<file path="src/rtl/tensor_core_scheduler_if.sv">
// Requester and result-sink handshake bundle of the tensor core scheduler.
// master = requester/sink side, slave = scheduler side.
interface tensor_core_scheduler_if #(
    parameter int unsigned NUM_REQ = 4
);
    logic [NUM_REQ-1:0]    req;
    logic [NUM_REQ-1:0]    grant;
    logic [NUM_REQ-1:0]    in_valid;
    logic [NUM_REQ*16-1:0] in_a;
    logic [NUM_REQ*16-1:0] in_b;
    logic                  in_ready;
    logic [31:0]           out_data;
    logic                  out_valid;
    logic                  out_ready;
    logic [2:0]            out_id;

    modport master (
        output req, in_valid, in_a, in_b, out_ready,
        input  grant, in_ready, out_data, out_valid, out_id
    );

    modport slave (
        input  req, in_valid, in_a, in_b, out_ready,
        output grant, in_ready, out_data, out_valid, out_id
    );
endinterface

</file>
<file path="src/rtl/tensor_core_scheduler.sv">
// Round-robin scheduler sharing one bit-serial 16x16 tensor core between NUM_REQ requesters.
// Optional word-wait watchdog enabled by defining TC_SCHED_TIMEOUT_EN (adds timeout_err port).
module tensor_core_scheduler #(
    parameter int unsigned NUM_REQ        = 4,
    parameter int unsigned COMPUTE_CYCLES = 8,
    parameter int unsigned TIMEOUT        = 1024
) (
    input  logic                    clk,
    input  logic                    rst,
    tensor_core_scheduler_if.slave  bus,
    output logic                    core_rst_n,
    output logic                    core_serial_a,
    output logic                    core_serial_b,
    input  logic                    core_serial_out,
    output logic                    busy
`ifdef TC_SCHED_TIMEOUT_EN
    ,
    output logic                    timeout_err
`endif
);
    typedef enum logic [3:0] {
        S_IDLE, S_CRST, S_LOAD_WAIT, S_LOAD_SHIFT, S_COMPUTE,
        S_UNLOAD, S_OUT_HOLD, S_ABORT, S_RELEASE
    } state_t;

    localparam int unsigned CW = $clog2(COMPUTE_CYCLES + 1);

    if (NUM_REQ < 2 || NUM_REQ > 8 || COMPUTE_CYCLES == 0 || TIMEOUT == 0) begin : g_bad_cfg
        $error("tensor_core_scheduler: unsupported parameter set");
    end

    state_t             state_q, state_d;
    logic [2:0]         owner, ptr, pick, pick_hi, pick_lo;
    logic               found_hi, found_lo;
    logic [NUM_REQ-1:0] gnt_q, pick_oh;
    logic [15:0]        sh_a, sh_b, a_sel, b_sel;
    logic               v_sel, accept, wd_expire;
    logic [4:0]         bit_cnt, word_cnt, res_cnt;
    logic [CW-1:0]      cmp_cnt;
    logic [30:0]        res_sh;

    // First requester at or after the pointer, else the lowest one (wrap).
    always_comb begin
        pick_hi  = '0;
        pick_lo  = '0;
        found_hi = 1'b0;
        found_lo = 1'b0;
        for (int unsigned j = 0; j < NUM_REQ; j++) begin
            if (bus.req[j] && !found_lo) begin
                pick_lo  = 3'(j);
                found_lo = 1'b1;
            end
            if (bus.req[j] && !found_hi && 3'(j) >= ptr) begin
                pick_hi  = 3'(j);
                found_hi = 1'b1;
            end
        end
        pick = found_hi ? pick_hi : pick_lo;
        for (int unsigned j = 0; j < NUM_REQ; j++) begin
            pick_oh[j] = (3'(j) == pick);
        end
    end

    always_comb begin
        a_sel = '0;
        b_sel = '0;
        v_sel = 1'b0;
        for (int unsigned j = 0; j < NUM_REQ; j++) begin
            if (3'(j) == owner) begin
                a_sel = bus.in_a[16*j +: 16];
                b_sel = bus.in_b[16*j +: 16];
                v_sel = bus.in_valid[j];
            end
        end
    end

    assign accept = (state_q == S_LOAD_WAIT) && v_sel;

`ifdef TC_SCHED_TIMEOUT_EN
    localparam int unsigned TW = $clog2(TIMEOUT + 1);
    logic [TW-1:0] wd_cnt;
    logic          waiting;

    assign waiting   = ((state_q == S_LOAD_WAIT) && !accept) ||
                       ((state_q == S_OUT_HOLD) && !bus.out_ready);
    assign wd_expire = waiting && (wd_cnt == TW'(TIMEOUT - 1));

    always_ff @(posedge clk) begin
        if (rst || !waiting) wd_cnt <= '0;
        else                 wd_cnt <= wd_cnt + TW'(1);
    end
`else
    assign wd_expire = 1'b0;
`endif

    always_ff @(posedge clk) begin
        if (rst) state_q <= S_IDLE;
        else     state_q <= state_d;
    end

    always_comb begin
        state_d = state_q;
        case (state_q)
            S_IDLE:       if (|bus.req) state_d = S_CRST;
            S_CRST:       state_d = S_LOAD_WAIT;
            S_LOAD_WAIT:  if (accept) state_d = S_LOAD_SHIFT;
                          else if (wd_expire) state_d = S_ABORT;
            S_LOAD_SHIFT: if (bit_cnt == 5'd15)
                              state_d = (word_cnt == 5'd16) ? S_COMPUTE : S_LOAD_WAIT;
            S_COMPUTE:    if (cmp_cnt == CW'(COMPUTE_CYCLES - 1)) state_d = S_UNLOAD;
            S_UNLOAD:     if (bit_cnt == 5'd31) state_d = S_OUT_HOLD;
            S_OUT_HOLD:   if (bus.out_ready)
                              state_d = (res_cnt == 5'd15) ? S_RELEASE : S_UNLOAD;
                          else if (wd_expire) state_d = S_ABORT;
            S_ABORT:      state_d = S_RELEASE;
            S_RELEASE:    state_d = S_IDLE;
            default:      state_d = S_IDLE;
        endcase
    end

    always_comb begin
        bus.in_ready  = (state_q == S_LOAD_WAIT);
        bus.out_valid = (state_q == S_OUT_HOLD);
        bus.grant     = (state_q inside {S_IDLE, S_RELEASE}) ? '0 : gnt_q;
        busy          = (state_q != S_IDLE);
        core_serial_a = (state_q == S_LOAD_SHIFT) && sh_a[0];
        core_serial_b = (state_q == S_LOAD_SHIFT) && sh_b[0];
`ifdef TC_SCHED_TIMEOUT_EN
        timeout_err   = (state_q == S_ABORT);
`endif
    end

    always_ff @(posedge clk) begin
        if (rst) begin
            core_rst_n   <= 1'b0;
            owner        <= '0;
            ptr          <= '0;
            gnt_q        <= '0;
            sh_a         <= '0;
            sh_b         <= '0;
            bit_cnt      <= '0;
            word_cnt     <= '0;
            res_cnt      <= '0;
            cmp_cnt      <= '0;
            res_sh       <= '0;
            bus.out_data <= '0;
            bus.out_id   <= '0;
        end else begin
            core_rst_n <= !(state_d inside {S_CRST, S_ABORT});
            case (state_q)
                S_IDLE: if (|bus.req) begin
                    owner <= pick;
                    gnt_q <= pick_oh;
                end
                S_CRST: begin
                    bit_cnt  <= '0;
                    word_cnt <= '0;
                    res_cnt  <= '0;
                end
                S_LOAD_WAIT: if (accept) begin
                    sh_a     <= a_sel;
                    sh_b     <= b_sel;
                    word_cnt <= word_cnt + 5'd1;
                    bit_cnt  <= '0;
                end
                S_LOAD_SHIFT: begin
                    sh_a    <= sh_a >> 1;
                    sh_b    <= sh_b >> 1;
                    bit_cnt <= (bit_cnt == 5'd15) ? 5'd0 : bit_cnt + 5'd1;
                    cmp_cnt <= '0;
                end
                S_COMPUTE: begin
                    cmp_cnt <= cmp_cnt + CW'(1);
                    bit_cnt <= '0;
                end
                // bit_cnt wraps 31 -> 0 so the next UNLOAD starts clean.
                S_UNLOAD: begin
                    res_sh  <= {core_serial_out, res_sh[30:1]};
                    bit_cnt <= bit_cnt + 5'd1;
                    if (bit_cnt == 5'd31) begin
                        bus.out_data <= {core_serial_out, res_sh};
                        bus.out_id   <= owner;
                    end
                end
                S_OUT_HOLD: if (bus.out_ready) res_cnt <= res_cnt + 5'd1;
                S_RELEASE: begin
                    ptr   <= (owner == 3'(NUM_REQ - 1)) ? 3'd0 : owner + 3'd1;
                    gnt_q <= '0;
                end
                default: ;
            endcase
            if (state_d == S_ABORT) bus.out_id <= owner;
        end
    end
endmodule

</file>
<file path="src/flat_wrapper.sv">
// flat-port wrapper written by rule: the top's interface ports become plain ports
module tensor_core_scheduler_flat 
#(
    parameter int unsigned NUM_REQ        = 4,
    parameter int unsigned COMPUTE_CYCLES = 8,
    parameter int unsigned TIMEOUT        = 1024
)
  (clk, rst, core_rst_n, core_serial_a, core_serial_b, core_serial_out, busy, bus_req, bus_in_valid, bus_in_a, bus_in_b, bus_out_ready, bus_grant, bus_in_ready, bus_out_data, bus_out_valid, bus_out_id);
  tensor_core_scheduler_if #(.NUM_REQ(NUM_REQ)) bus_i ();
  input  logic clk;
  input  logic rst;
  output logic core_rst_n;
  output logic core_serial_a;
  output logic core_serial_b;
  input  logic core_serial_out;
  output logic busy;
  input wire logic [$bits(bus_i.req)-1:0] bus_req;
  input wire logic [$bits(bus_i.in_valid)-1:0] bus_in_valid;
  input wire logic [$bits(bus_i.in_a)-1:0] bus_in_a;
  input wire logic [$bits(bus_i.in_b)-1:0] bus_in_b;
  input wire logic [$bits(bus_i.out_ready)-1:0] bus_out_ready;
  output wire logic [$bits(bus_i.grant)-1:0] bus_grant;
  output wire logic [$bits(bus_i.in_ready)-1:0] bus_in_ready;
  output wire logic [$bits(bus_i.out_data)-1:0] bus_out_data;
  output wire logic [$bits(bus_i.out_valid)-1:0] bus_out_valid;
  output wire logic [$bits(bus_i.out_id)-1:0] bus_out_id;
  assign bus_i.req = bus_req;
  assign bus_i.in_valid = bus_in_valid;
  assign bus_i.in_a = bus_in_a;
  assign bus_i.in_b = bus_in_b;
  assign bus_i.out_ready = bus_out_ready;
  assign bus_grant = bus_i.grant;
  assign bus_in_ready = bus_i.in_ready;
  assign bus_out_data = bus_i.out_data;
  assign bus_out_valid = bus_i.out_valid;
  assign bus_out_id = bus_i.out_id;
  tensor_core_scheduler #(.NUM_REQ(NUM_REQ), .COMPUTE_CYCLES(COMPUTE_CYCLES), .TIMEOUT(TIMEOUT)) u_core (.clk(clk), .rst(rst), .bus(bus_i), .core_rst_n(core_rst_n), .core_serial_a(core_serial_a), .core_serial_b(core_serial_b), .core_serial_out(core_serial_out), .busy(busy));
endmodule
</file>
<file path="config.mk">
export PLATFORM = sky130hd
export DESIGN_NAME = tensor_core_scheduler_flat
export DESIGN_NICKNAME = d
export VERILOG_FILES = /design/src/rtl/tensor_core_scheduler_if.sv /design/src/rtl/tensor_core_scheduler.sv /design/src/flat_wrapper.sv
export SDC_FILE = /design/constraint.sdc
export NUM_CORES = 1
export LEC_CHECK = 0
export ABC_AREA = 1
export CORE_UTILIZATION = 55
export CTS_CLUSTER_SIZE = 28
export DETAILED_ROUTE_END_ITERATION = 6
export DONT_BUFFER_PORTS = 1
export GPL_TIMING_DRIVEN = 0
export PLACE_DENSITY = 0.73
export SLEW_MARGIN = 20
export SYNTH_ARGS = -nofsm -noshare
export SYNTH_HDL_FRONTEND = slang
export SYNTH_SLANG_ARGS = --single-unit
</file>
<file path="constraint.sdc">
create_clock -name clk -period 1.75 [get_ports clk]
set_input_delay 0.35 -clock clk [delete_from_list [all_inputs] [get_ports clk]]
set_output_delay 0.35 -clock clk [all_outputs]
set_load 0.01 [all_outputs]
</file>
# Yosys cells after proc, flatten, opt, wreduce, memory -nomap -nowiden
# Index checks and enable logic that the tools add are counted.
dict set report word_totals {
  rom_bits 0
  wordCells 145
  mem_count 0
  ff_bits 132
  out_inout_bits 45
  ram_bits 0
  latchBits 0
}
dict set report op_classes {
  eq_ne 25
  n_div 0
  addsub 5
  reduce_logical 43
  muxes 54
  n_mul 0
  n_shift 0
  bitwise_logic 0
  n_lt_le_gt_ge 4
}
# cell n
set ops {}
lappend ops {{two-way mux 16 bit} 10}
lappend ops {{one-hot mux 16 bit (2 select lines)} 2}
lappend ops {{two-way mux 4 bit} 9}
lappend ops {{one-hot mux 4 bit (8 select lines)} 1}
lappend ops {{two-way mux 3 bit} 10}
lappend ops {{== test 4 x 3 -> 1 bit (second input constant)} 6}
lappend ops {{two-way mux 5 bit} 4}
lappend ops {{one-hot mux 5 bit (2 select lines)} 2}
lappend ops {{one-hot mux 5 bit (4 select lines)} 1}
lappend ops {{one-hot mux 4 bit (2 select lines)} 2}
lappend ops {{AND reduction 2 bit} 8}
lappend ops {{nonzero test 2 bit} 8}
lappend ops {{adder 5 x 1 -> 5 bit (second input constant)} 3}
lappend ops {{logical AND 1 bit} 13}
lappend ops {{two-way mux 1 bit} 13}
lappend ops {{== test 2 x 3 -> 1 bit (first input constant)} 4}
lappend ops {{== test 5 x 4 -> 1 bit (second input constant)} 2}
lappend ops {{== test 5 bit (second input constant)} 2}
lappend ops {{== test 4 x 1 -> 1 bit (second input constant)} 2}
lappend ops {{== test 4 x 2 -> 1 bit (second input constant)} 2}
lappend ops {{nonzero test 4 bit} 2}
lappend ops {{logical NOT 1 bit} 7}
lappend ops {{== test 1 x 3 -> 1 bit (first input constant)} 2}
lappend ops {{>= comparator 1 x 3 -> 1 bit (first input constant)} 2}
lappend ops {{other kinds (11)} 14}

# Depth between registers and ports, before layout
# Gate-level depths: netlist of the first run.
dict set report logic_depth {
  depth_word 19
  ltp_mapped 12
}

# Worst setup path after synthesis of the first run
# No wires, ideal clock.
dict set report synth_timing {
  path_type {register -> register}
  from {register u_core.bit_cnt[0]}
  to {register u_core.bus.out_data[12]}
  path_buffers 2
  setup_ps 132
  setup_slack_ps -59
  period_less_slack_ps 1809
  stages_incl_launch_ff 10
  arrival_ps 1676
  cell_sequence {dfxtp_1 ha_1 nand2_1 nor2_1 ha_1 clkbuf_1 nand2_1 clkbuf_1 nand2_1 a21oi_1}
}
dict set report synth_via {
  elab_chain_cells 2
}
# item line_no
set synth_rtl {}
lappend synth_rtl {{from (decl)} tensor_core_scheduler.sv:38} ;# logic [4:0] bit_cnt, word_cnt, res_cnt;
lappend synth_rtl {{from (signal assigned)} tensor_core_scheduler.sv:169} ;# bit_cnt <= (bit_cnt == 5'd15) ? 5'd0 : bit_cnt + 5'd1;
lappend synth_rtl {{from (signal assigned)} tensor_core_scheduler.sv:179} ;# bit_cnt <= bit_cnt + 5'd1;
lappend synth_rtl {{== test 5 bit} tensor_core_scheduler.sv:180} ;# if (bit_cnt == 5'd31) begin
lappend synth_rtl {{AND reduction 2 bit (no source line)} --}
lappend synth_rtl {{to (signal assigned)} tensor_core_scheduler.sv:181} ;# bus.out_data <= {core_serial_out, res_sh};
lappend synth_rtl {{to (decl)} tensor_core_scheduler_if.sv:24} ;# output grant, in_ready, out_data, out_valid, out_id
# No other way between the ends.
# A chain may end at the register's enable or synchronous reset.

# Worst setup path after layout of the first run
dict set report layout_timing {
  from {register u_core.owner[0]}
  to {register u_core.bit_cnt[2]}
}
dict set report layout_via {
  elab_chain_cells 8
  word_cells_on_any_way 11
}
# item line_no
set layout_rtl {}
lappend layout_rtl {{from (decl)} tensor_core_scheduler.sv:33} ;# logic [2:0] owner, ptr, pick, pick_hi, pick_lo;
lappend layout_rtl {{from (signal assigned)} tensor_core_scheduler.sv:152} ;# owner <= pick;
lappend layout_rtl {{logical NOT 3 bit} tensor_core_scheduler.sv:69} ;# if (3'(j) == owner) begin
lappend layout_rtl {{two-way mux 1 bit (3 in series)} tensor_core_scheduler.sv:69}
lappend layout_rtl {{two-way mux 1 bit *} tensor_core_scheduler.sv:69}
lappend layout_rtl {{logical AND 1 bit *} tensor_core_scheduler.sv:77} ;# assign accept = (state_q == S_LOAD_WAIT) && v_sel;
lappend layout_rtl {{!= test 2 x 1 -> 1 bit (no source line) *} --}
lappend layout_rtl {{AND reduction 2 bit (no source line) *} --}
# Every way passes the cells marked *; elsewhere a longest branch is shown, timed or not.

==> flow_metrics.py, run 1 <==
metrics = {
    "setup_path": {
        "worstPathArrival_ps": 2070,
        "crit_family": "buffers and inverters",
        "cpPeakStageDelay_ps": 400,
        "required_ps": 2080,
        "path_max_fanout": 7,
        "cpMaxStageDelayCell": "dfxtp_4",
        "cp_cell_sequence": "inv_4, ha_4, buf_8, a21oi_2, nand2_2, nand2_4, buf_12, clkbuf_16, nand3_1, a21oi_1",
        "startpoint_type": "register",
        "cp-end-kind": "register",
        "worst-path-buf-inv": 4,
        "worstSetupPathType": "reg2reg",
    },
    "finish": {
        "diodes": 0,
        "syn_to_final_growth_pct": 20.2,
        "fin_cells": 1300,
        "mostFrequentLayoutCells": "336 x nand2_1, 158 x nor2_1, 121 x dfxtp_1",
        "layout_commonest_cell": "nand2_1",
        "fin_util_pct": 68.0,
        "fin_nets": 1272,
        "drive_gt1_share_pct": 13.9,
    },
    "pwr": {
        "power.leakage_nw": 3.46,
        "ir_worst_vdd_uv": 717,
        "power.density_nw_per_um2": 1060,
    },
    "drt": {
        "vias_per_cell": 5.35,
        "drcViolationCount": 0,
        "drtPass1Iterations": 5,
        "via_count": 6956,
        "drtAntennaViolNets": 0,
        "wl_per_cell_um": 14.7,
        "routed_wl_mm": 19.1,
        "drtIter0Drc": 444,
    },
    "die": {
        "io_pins": 185,
        "core-area_um2": 12100,
        "dieArea_um2": 12900,
        "die_y_um": 113,
        "start_util_pct": 56.6,
        "die_width_um": 113,
        "num_rows": 40,
    },
    "global_route": {
        "grt_pass1_wl_mm": 29.3,
        "grt_pass1_vias": 6272,
        "grt_usage_pct": 28.9,
        "antenna_found_initial": 0,
        "grt_max_degree": 17,
        "grt_overflow": 0,
    },
    "clock_tree": {
        "clk_latency_ps": 420,
        "clock_path_buffers": 2,
        "clock_sinks": 129,
        "htreeDepth": 4,
        "cts_tree": "built",
        "ctsRootBufferMaster": "clkbuf_16",
        "path_clk_slew_ps": 60,
        "cts_buffers": 17,
        "holdBufCountCts": 0,
    },
    "worst_hold_path": {
        "hold_class": "in2reg",
    },
    "synth": {
        "synth.ff_latch_count": 129,
        "ys_types": 27,
        "yosysSeqAreaShare_pct": 37.8,
        "syn_nets": 1240,
        "syn_avg_cell_area_um2": 6.28,
        "yosys_warnings": 0,
        "synth_area_um2": 6820,
        "netlist_instances": 1087,
    },
    "place": {
        "io_buffers": 0,
        "dp_cells": 1255,
        "gp_congestion": 0.895,
        "place_hpwl_mm": 13.7,
    },
    "sta": {
        "setup_tns_ps": 0,
        "max_freq_mhz": 575,
        "tightest_slew_ps": 655,
        "maxSlewViolCount": 0,
        "slew_headroom_pct": 56.3,
        "finalCriticalPeriod_ps": 1740,
        "hold_ws_ps": 110,
        "finalSetupViolations": 0,
        "final_min_period_over_clock_period_pct": 99.4,
        "fin_skew_ps": 8.02,
        "rsz0062_at_grt": "true",
        "hold_violations": 0,
    },
    "flow_run": {
        "cap_violations": 0,
    },
    "outcome": {
        "status": "completed",
    },
}
==> where the power goes <==
| group | total (W) | internal, W | switching, W |
|---|---|---|---|
| sequential | 0.00320 | 0.00309 | 0.000112 |
| clock | 0.00350 | 0.00221 | 0.00129 |
| combinational | 0.00200 | 0.000752 | 0.00124 |
==> per-stage QoR <==
| step | power, W | cell area [µm²] | setup slack (ps) |
|---|---|---|---|
| 6_report | 0.00869 | 8200 | 10.6 |
| 5_1_grt | 0.00916 | 8200 | -63.7 |
| 4_1_cts | 0.00852 | 7810 | 1.50 |
| 3_5_place_dp | 0.00495 | 7040 | -414 |
| 3_3_place_gp | 0.00494 | 7040 | -387 |
| 2_1_floorplan | 0.00457 | 6830 | 49.3 |
==> logic make-up (layout without fill, tap and decap cells) <==
logic type	count (synthesis)	count (layout)	synth area share [%]
simple gates	635	635	37.6
compound gates	184	184	13.8
flops	129	129	37.8
buf+inv	121	166	7.81
fa+ha+maj	13	13	2.38
xor+xnor	4	4	0.513
other cells	1	1	0.0550
==> layout make-up <==
cell class                 count  area, µm²
multi-input combinational    837       3880
clock inverter                12        131
fill                        1107       3860
inverter                      45        189
sequential                   129       2610
buffer                        74        522
tap                          168        210
timing repair buffer          15        200
clock buffer                  20        467
==> worst reg2reg max path, cell delays in order, from the launching register on <==
cell and delay, ps:
dfxtp_4 400, inv_4 70, ha_4 170, buf_8 140
a21oi_2 160, nand2_2 80, nand2_4 110, buf_12 140
clkbuf_16 140, nand3_1 70, a21oi_1 180
==> routing by layer <==
layer	global-route usage (%)	part of all wire, %	wire, µm
met5	0	0	0
met2	52.0	49	9300
met3	7.70	6.8	1290
met1	32.3	41	7830
met4	11.6	3.5	668
==> flip-flops by register name, summed over array words and instances, names as in the netlist <==
name                 count
u_core.owner             2
u_core.sh_b             16
u_core.bit_cnt           5
u_core.res_sh           31
u_core.state_q           4
u_core.cmp_cnt           4
u_core.word_cnt          5
u_core.bus.out_data     32
u_core.sh_a             16
u_core.bus.out_id        2
u_core.gnt_q             4
u_core.core_rst_n        1
u_core.ptr               2
u_core.res_cnt           5
==> what timing repair did <==
action / in CTS / in global routing
buffers inserted: 5 / 4
gates cloned: 1 / 5
resized for setup: 54 / 97
pin swaps: 2 / 14
setup endpoints to repair: 85 / 82
==> Yosys cell counts <==
cell type	n	share of area, %
a2111oi_0	1	0.13
a211oi_1	1	0.11
a21boi_1	1	0.11
a21oi_1	130	9.5
a22oi_1	1	0.11
buf_1	4	0.22
buf_2	21	1.5
buf_4	12	1.3
buf_6	1	0.17
clkbuf_1	38	2.1
conb_1	1	0.055
dfxtp_1	129	38
ha_1	13	2.4
inv_1	35	1.9
inv_2	10	0.55
nand2_1	341	19
nand3_1	122	8.9
nand4_1	4	0.37
nor2_1	163	9.0
nor2_2	3	0.28
nor3_1	1	0.073
nor3_4	1	0.24
o211ai_1	3	0.33
o21ai_0	35	2.6
o21ai_1	12	0.88
xnor2_1	2	0.26
xor2_1	2	0.26
==> final timing paths <==
path | start | to | slack [ps] | depth (start not counted)
worst max-delay path | u_core.owner[0] | u_core.bit_cnt[2] | 10 | 10
worst min-delay path | core_serial_out | u_core.bus.out_data[31] | 110 | 2
worst max register to register | u_core.owner[0] | u_core.bit_cnt[2] | 10 | 10
worst min register to register | u_core.gnt_q[1] | u_core.gnt_q[1] | 460 | 2
(Power assumes the default switching activity.)
==> run 2, diff against run 1 <==
--- a/config.mk
+++ b/config.mk
@@ -16,3 +16,4 @@
 export SYNTH_ARGS = -nofsm -noshare
 export SYNTH_HDL_FRONTEND = slang
 export SYNTH_SLANG_ARGS = --single-unit
+export TNS_END_PERCENT = 20
==> constraint.sdc (replaced) <==
create_clock -name clk -period 1.45 [get_ports clk]
set_input_delay 0.29 -clock clk [delete_from_list [all_inputs] [get_ports clk]]
set_output_delay 0.29 -clock clk [all_outputs]
set_load 0.01 [all_outputs]
==> flow_metrics.py, run 2 (synthesized netlist as in run 1, its figures left out) <==
metrics = {
    "outcome": {
        "status": "finished with violations",
        "violations": "setup timing",
    },
    "setup_path": {
        "worstPathArrival_ps": 1990,
        "crit_start": "u_core.owner[1]",
        "path_max_fanout": 8,
        "worstSetupPathType": "reg2reg",
        "startpoint_type": "register",
        "cp-end-kind": "register",
        "r2r_end": "u_core.word_cnt[4]",
        "reg2reg_depth": 10,
        "crit_end": "u_core.word_cnt[4]",
        "r2r_slack_ps": -250,
        "required_ps": 1730,
        "regToRegStartpoint": "u_core.owner[1]",
    },
    "pwr": {
        "p_sw_w": 0.00359,
        "ir_worst_vdd_uv": 882,
        "power.density_nw_per_um2": 1260,
        "switching_share_pct": 32.0,
        "pwr-share-seq_pct": 34.6,
        "internal_power_w": 0.00763,
        "p_clk_share_pct": 39.6,
        "combPwrFrac_pct": 25.8,
        "total_power_w": 0.0112,
        "power.leakage_nw": 3.71,
    },
    "clock_tree": {
        "cts_tree": "built",
        "cts_buffers": 17,
        "clk_latency_ps": 420,
        "ctsRootBufferMaster": "clkbuf_16",
        "clock_path_buffers": 2,
        "path_clk_slew_ps": 60,
        "holdBufCountCts": 0,
        "htreeDepth": 4,
        "clock_sinks": 129,
    },
    "sta": {
        "hold_ws_ps": 40.4,
        "setup_ws_ps": -254,
        "setup_tns_ps": -15050,
        "hold_violations": 0,
        "max_freq_mhz": 587,
        "rsz0062_at_grt": "true",
        "finalCriticalPeriod_ps": 1700,
        "finalSetupViolations": 112,
        "slew_headroom_pct": 57.3,
        "fin_skew_ps": 9.63,
        "maxSlewViolCount": 0,
        "final_min_period_over_clock_period_pct": 118,
        "tightest_slew_ps": 640,
    },
    "finish": {
        "layout_commonest_cell": "nand2_1",
        "fin_util_pct": 73.5,
        "reg_top3": "u_core.bus.out_data: 32 flops, u_core.res_sh: 31 flops",
        "fill_cells": 1010,
        "top_register": "u_core.bus.out_data",
        "drive_gt1_share_pct": 23.2,
        "diodes": 0,
        "mostFrequentLayoutCells": "299 x nand2_1, 151 x nor2_1, 120 x dfxtp_1",
        "syn_to_final_growth_pct": 29.9,
        "largest_register_ffs": 32,
        "fin_nets": 1297,
    },
    "place": {
        "place_hpwl_mm": 13.8,
        "io_buffers": 0,
        "gp_congestion": 0.876,
    },
    "die": {
        "core-area_um2": 12100,
        "die_y_um": 113,
        "die_width_um": 113,
        "io_pins": 185,
        "num_rows": 40,
        "dieArea_um2": 12900,
        "start_util_pct": 56.6,
    },
    "global_route": {
        "grt_pass1_wl_mm": 30.9,
        "antenna_found_initial": 0,
        "grt_usage_pct": 30.4,
        "grt_max_degree": 17,
        "grt_overflow": 0,
        "grt_pass1_vias": 6598,
    },
    "drt": {
        "drcViolationCount": 0,
        "via_count": 7325,
        "wl_per_cell_um": 16.0,
        "drtPass1Iterations": 6,
        "drtIter0Drc": 479,
        "routed_wl_mm": 21.2,
        "drtAntennaViolNets": 0,
        "vias_per_cell": 5.53,
    },
    "flow_run": {
        "cap_violations": 0,
    },
    "worst_hold_path": {
        "hold_class": "in2reg",
    },
}
==> run 2: cell types whose count changed in the layout (fill, tap and decap cells not counted), sizes merged, moves of 2 or more <==
| cell | before | now |
|---|---|---|
| buf | 50 | 85 |
| clkbuf | 59 | 46 |
| clkinv | 6 | 4 |
| inv | 45 | 49 |
==> run 2: through the flow <==
stage | area [µm²] | instances | worst slack (ps)
detailed placement | 7240 | 1255 | -440
global placement | 7240 | 1255 | -426
finish | 8870 | 1325 | -254
floorplan | 7030 | 1087 | -17.7
CTS | 8470 | 1317 | -216
global route | 8870 | 1325 | -317
==> run 2: worst max-delay path, stage by stage (launching register included) <==
cell     delay (ps)
dfxtp_4         370
buf_4           140
ha_4            200
a21oi_2         190
nand2_2         100
nand2_4         110
buf_12          150
buf_6           110
nand2_4          60
nand2_2         100
a21oi_2          50
==> run 2: area by class of cell <==
class | count | area, µm² | area share, %
repair buffers | 41 | 422 | 4.76
well taps | 168 | 210 | 2.37
clock buffers | 18 | 439 | 4.95
inverters | 45 | 199 | 2.24
multi-input cells | 838 | 4250 | 47.9
flip-flops and latches | 129 | 2610 | 29.5
plain buffers | 72 | 558 | 6.29
clock inverters | 14 | 176 | 1.99
==> run 2: timing repair <==
action	4_1_cts	5_1_grt
pin swaps	25	37
buffers inserted	26	8
cloned	6	3
setup endpoints to repair	129	134
endpoints found under the hold margin	0	0
resized for setup	112	121
==> run 2: per-layer routing <==
layer	up-vias	wire length [µm]	GRT usage (%)	share of wire, %
li1	3638	-	-	-
met1	3335	8350	33.0	39
met2	278	10300	54.4	49
met3	74	1480	7.28	7.0
met4	0	996	17.5	4.7
met5	-	0	0	0
==> run 2: worst min path at each step <==
stage	from	to	slack, ps	depth (start not counted)
floorplan	u_core.cmp_cnt[3]	u_core.cmp_cnt[3]	440	1
global route	core_serial_out	u_core.bus.out_data[31]	50	2
detailed placement	u_core.gnt_q[3]	u_core.gnt_q[3]	460	2
finish	core_serial_out	u_core.bus.out_data[31]	40	2
CTS	core_serial_out	u_core.bus.out_data[31]	40	2
global placement	u_core.gnt_q[3]	u_core.gnt_q[3]	450	2
==> run 2: power by group through the flow <==
| stage | combinational (W) | sequential [W] | clock (W) |
|---|---|---|---|
| final | 0.00289 | 0.00388 | 0.00445 |
| after global routing | 0.00320 | 0.00390 | 0.00463 |
| after CTS | 0.00262 | 0.00386 | 0.00446 |
| after detailed placement | 0.00214 | 0.00393 | 0 |
| after global placement | 0.00213 | 0.00392 | 0 |
| after floorplan | 0.00169 | 0.00390 | 0 |
==> run 3, diff against run 2 <==
--- a/config.mk
+++ b/config.mk
@@ -11,6 +11,7 @@
 export DETAILED_ROUTE_END_ITERATION = 6
 export DONT_BUFFER_PORTS = 1
 export GPL_TIMING_DRIVEN = 0
+export HOLD_SLACK_MARGIN = 0.12
 export PLACE_DENSITY = 0.73
 export SLEW_MARGIN = 20
 export SYNTH_ARGS = -nofsm -noshare
==> flow_metrics.py, run 3 (synthesized netlist as in run 1, its figures left out) <==
metrics = {
    "setup_path": {
        "crit_family": "buffers and inverters",
        "r2r_end": "u_core.word_cnt[4]",
        "startpoint_type": "register",
        "cp-end-kind": "register",
        "worst-path-buf-inv": 3,
        "path_max_fanout": 8,
        "r2r_slack_ps": -260,
        "worstSetupPathType": "reg2reg",
        "regToRegStartpoint": "u_core.owner[1]",
        "required_ps": 1730,
        "crit_start": "u_core.owner[1]",
        "cp_cell_sequence": "buf_4, ha_4, a21oi_2, nand2_2, nand2_4, buf_12, buf_6, nand2_4, nand2_2, a21oi_2",
        "worstPathArrival_ps": 1990,
        "cpMaxStageDelayCell": "dfxtp_4",
        "reg2reg_depth": 10,
        "cpPeakStageDelay_ps": 370,
    },
    "place": {
        "gp_congestion": 0.876,
        "place_hpwl_mm": 13.8,
        "placed_area_um2": 7240,
        "dp_cells": 1255,
        "io_buffers": 0,
    },
    "sta": {
        "hold_violations": 0,
        "fin_skew_ps": 8.97,
        "maxSlewViolCount": 0,
        "setup_ws_ps": -259,
        "finalCriticalPeriod_ps": 1710,
        "tightest_slew_ps": 660,
        "max_freq_mhz": 585,
        "slew_headroom_pct": 56.0,
        "rsz0062_at_grt": "true",
        "final_min_period_over_clock_period_pct": 118,
        "finalSetupViolations": 111,
        "hold_ws_ps": 183,
    },
    "pwr": {
        "p_sw_w": 0.00359,
        "power.density_nw_per_um2": 1260,
        "internal_power_w": 0.00763,
        "combPwrFrac_pct": 25.8,
        "total_power_w": 0.0112,
        "switching_share_pct": 32.0,
        "p_clk_share_pct": 39.6,
        "ir_worst_vdd_uv": 882,
        "pwr-share-seq_pct": 34.5,
        "power.leakage_nw": 3.72,
    },
    "die": {
        "core-area_um2": 12100,
        "num_rows": 40,
        "die_width_um": 113,
        "start_util_pct": 56.6,
        "dieArea_um2": 12900,
        "die_y_um": 113,
        "io_pins": 185,
    },
    "finish": {
        "fill_cells": 1008,
        "top_register": "u_core.bus.out_data",
        "fin_util_pct": 73.7,
        "design_area_um2": 8890,
        "fin_cells": 1327,
        "drive_gt1_share_pct": 23.2,
        "reg_top3": "u_core.bus.out_data: 32 flops, u_core.res_sh: 31 flops",
        "mostFrequentLayoutCells": "299 x nand2_1, 151 x nor2_1, 120 x dfxtp_1",
        "diodes": 0,
        "largest_register_ffs": 32,
        "layout_commonest_cell": "nand2_1",
        "syn_to_final_growth_pct": 30.2,
        "fin_nets": 1299,
    },
    "flow_run": {
        "cap_violations": 0,
    },
    "global_route": {
        "grt_overflow": 0,
        "grt_pass1_vias": 6613,
        "grt_max_degree": 17,
        "grt_usage_pct": 30.5,
        "antenna_found_initial": 0,
        "grt_pass1_wl_mm": 31.0,
    },
    "drt": {
        "drtAntennaViolNets": 0,
        "drcViolationCount": 0,
        "drtIter0Drc": 506,
        "via_count": 7307,
        "vias_per_cell": 5.51,
        "routed_wl_mm": 21.2,
        "drtPass1Iterations": 5,
        "wl_per_cell_um": 16.0,
    },
    "outcome": {
        "violations": "setup timing",
        "status": "finished with violations",
    },
    "clock_tree": {
        "ctsRootBufferMaster": "clkbuf_16",
        "clock_sinks": 129,
        "clock_path_buffers": 2,
        "cts_tree": "built",
        "clk_latency_ps": 420,
        "htreeDepth": 4,
        "cts_buffers": 17,
        "path_clk_slew_ps": 60,
    },
    "worst_hold_path": {
        "hold_class": "in2reg",
        "min_from": "bus_out_ready",
        "hold-path-endpoint": "u_core.res_cnt[2]",
        "worstHoldPathCells": 3,
    },
}
## run 3: worst max-delay path by stage
stage	to	slack, ps	cells past startpoint
2_1_floorplan	u_core.word_cnt[1]	-20	12
3_3_place_gp	u_core.sh_b[3]	-430	4
3_5_place_dp	u_core.sh_b[0]	-440	4
4_1_cts	core_serial_b	-220	5
5_1_grt	u_core.sh_b[11]	-320	9
6_report	u_core.word_cnt[4]	-260	10
## run 3: power by group through the flow
| stage | clock network (W) | logic, W | registers, W |
|---|---|---|---|
| after global placement | 0 | 0.00213 | 0.00392 |
| final | 0.00445 | 0.00290 | 0.00388 |
| after floorplan | 0 | 0.00169 | 0.00390 |
| after detailed placement | 0 | 0.00214 | 0.00393 |
| after global routing | 0.00463 | 0.00320 | 0.00390 |
| after CTS | 0.00446 | 0.00262 | 0.00386 |
## run 3: tightest hold or removal path: stages
cell     delay (ps)
nand2_1          80
o21ai_0          90
nor2_1          100
## run 3: layout make-up
type | instances | area [µm²] | share of cell area [%]
tap | 168 | 210 | 2.37
buffer | 72 | 558 | 6.28
clock buffer | 18 | 439 | 4.94
inverter | 45 | 199 | 2.24
multi-input combinational | 838 | 4250 | 47.8
timing repair buffer | 43 | 442 | 4.97
clock inverter | 14 | 176 | 1.99
sequential | 129 | 2610 | 29.4
## run 3: metal layers
layer	vias up	GRT usage (%)	share of wire (%)	wire length, µm
met1	3326	33.0	39	8320
met5	-	0	0	0
met4	0	17.5	4.4	938
met3	65	7.28	7.0	1480
li1	3638	-	-	-
met2	278	54.6	49	10500
## run 3: through the flow
step,setup TNS [ps],setup slack (ps)
floorplan,-194,-17.7
global placement,-30540,-426
detailed placement,-30800,-440
CTS,-10140,-216
global route,-22090,-317
finish,-15150,-259
## run 3: repair_timing
action	CTS	global route
hold buffers	2	0
endpoints found under the hold margin	3	0
setup endpoints to repair	129	134
cloned	6	3
resized for setup	112	121
pin swaps	25	37
buffers inserted	26	8
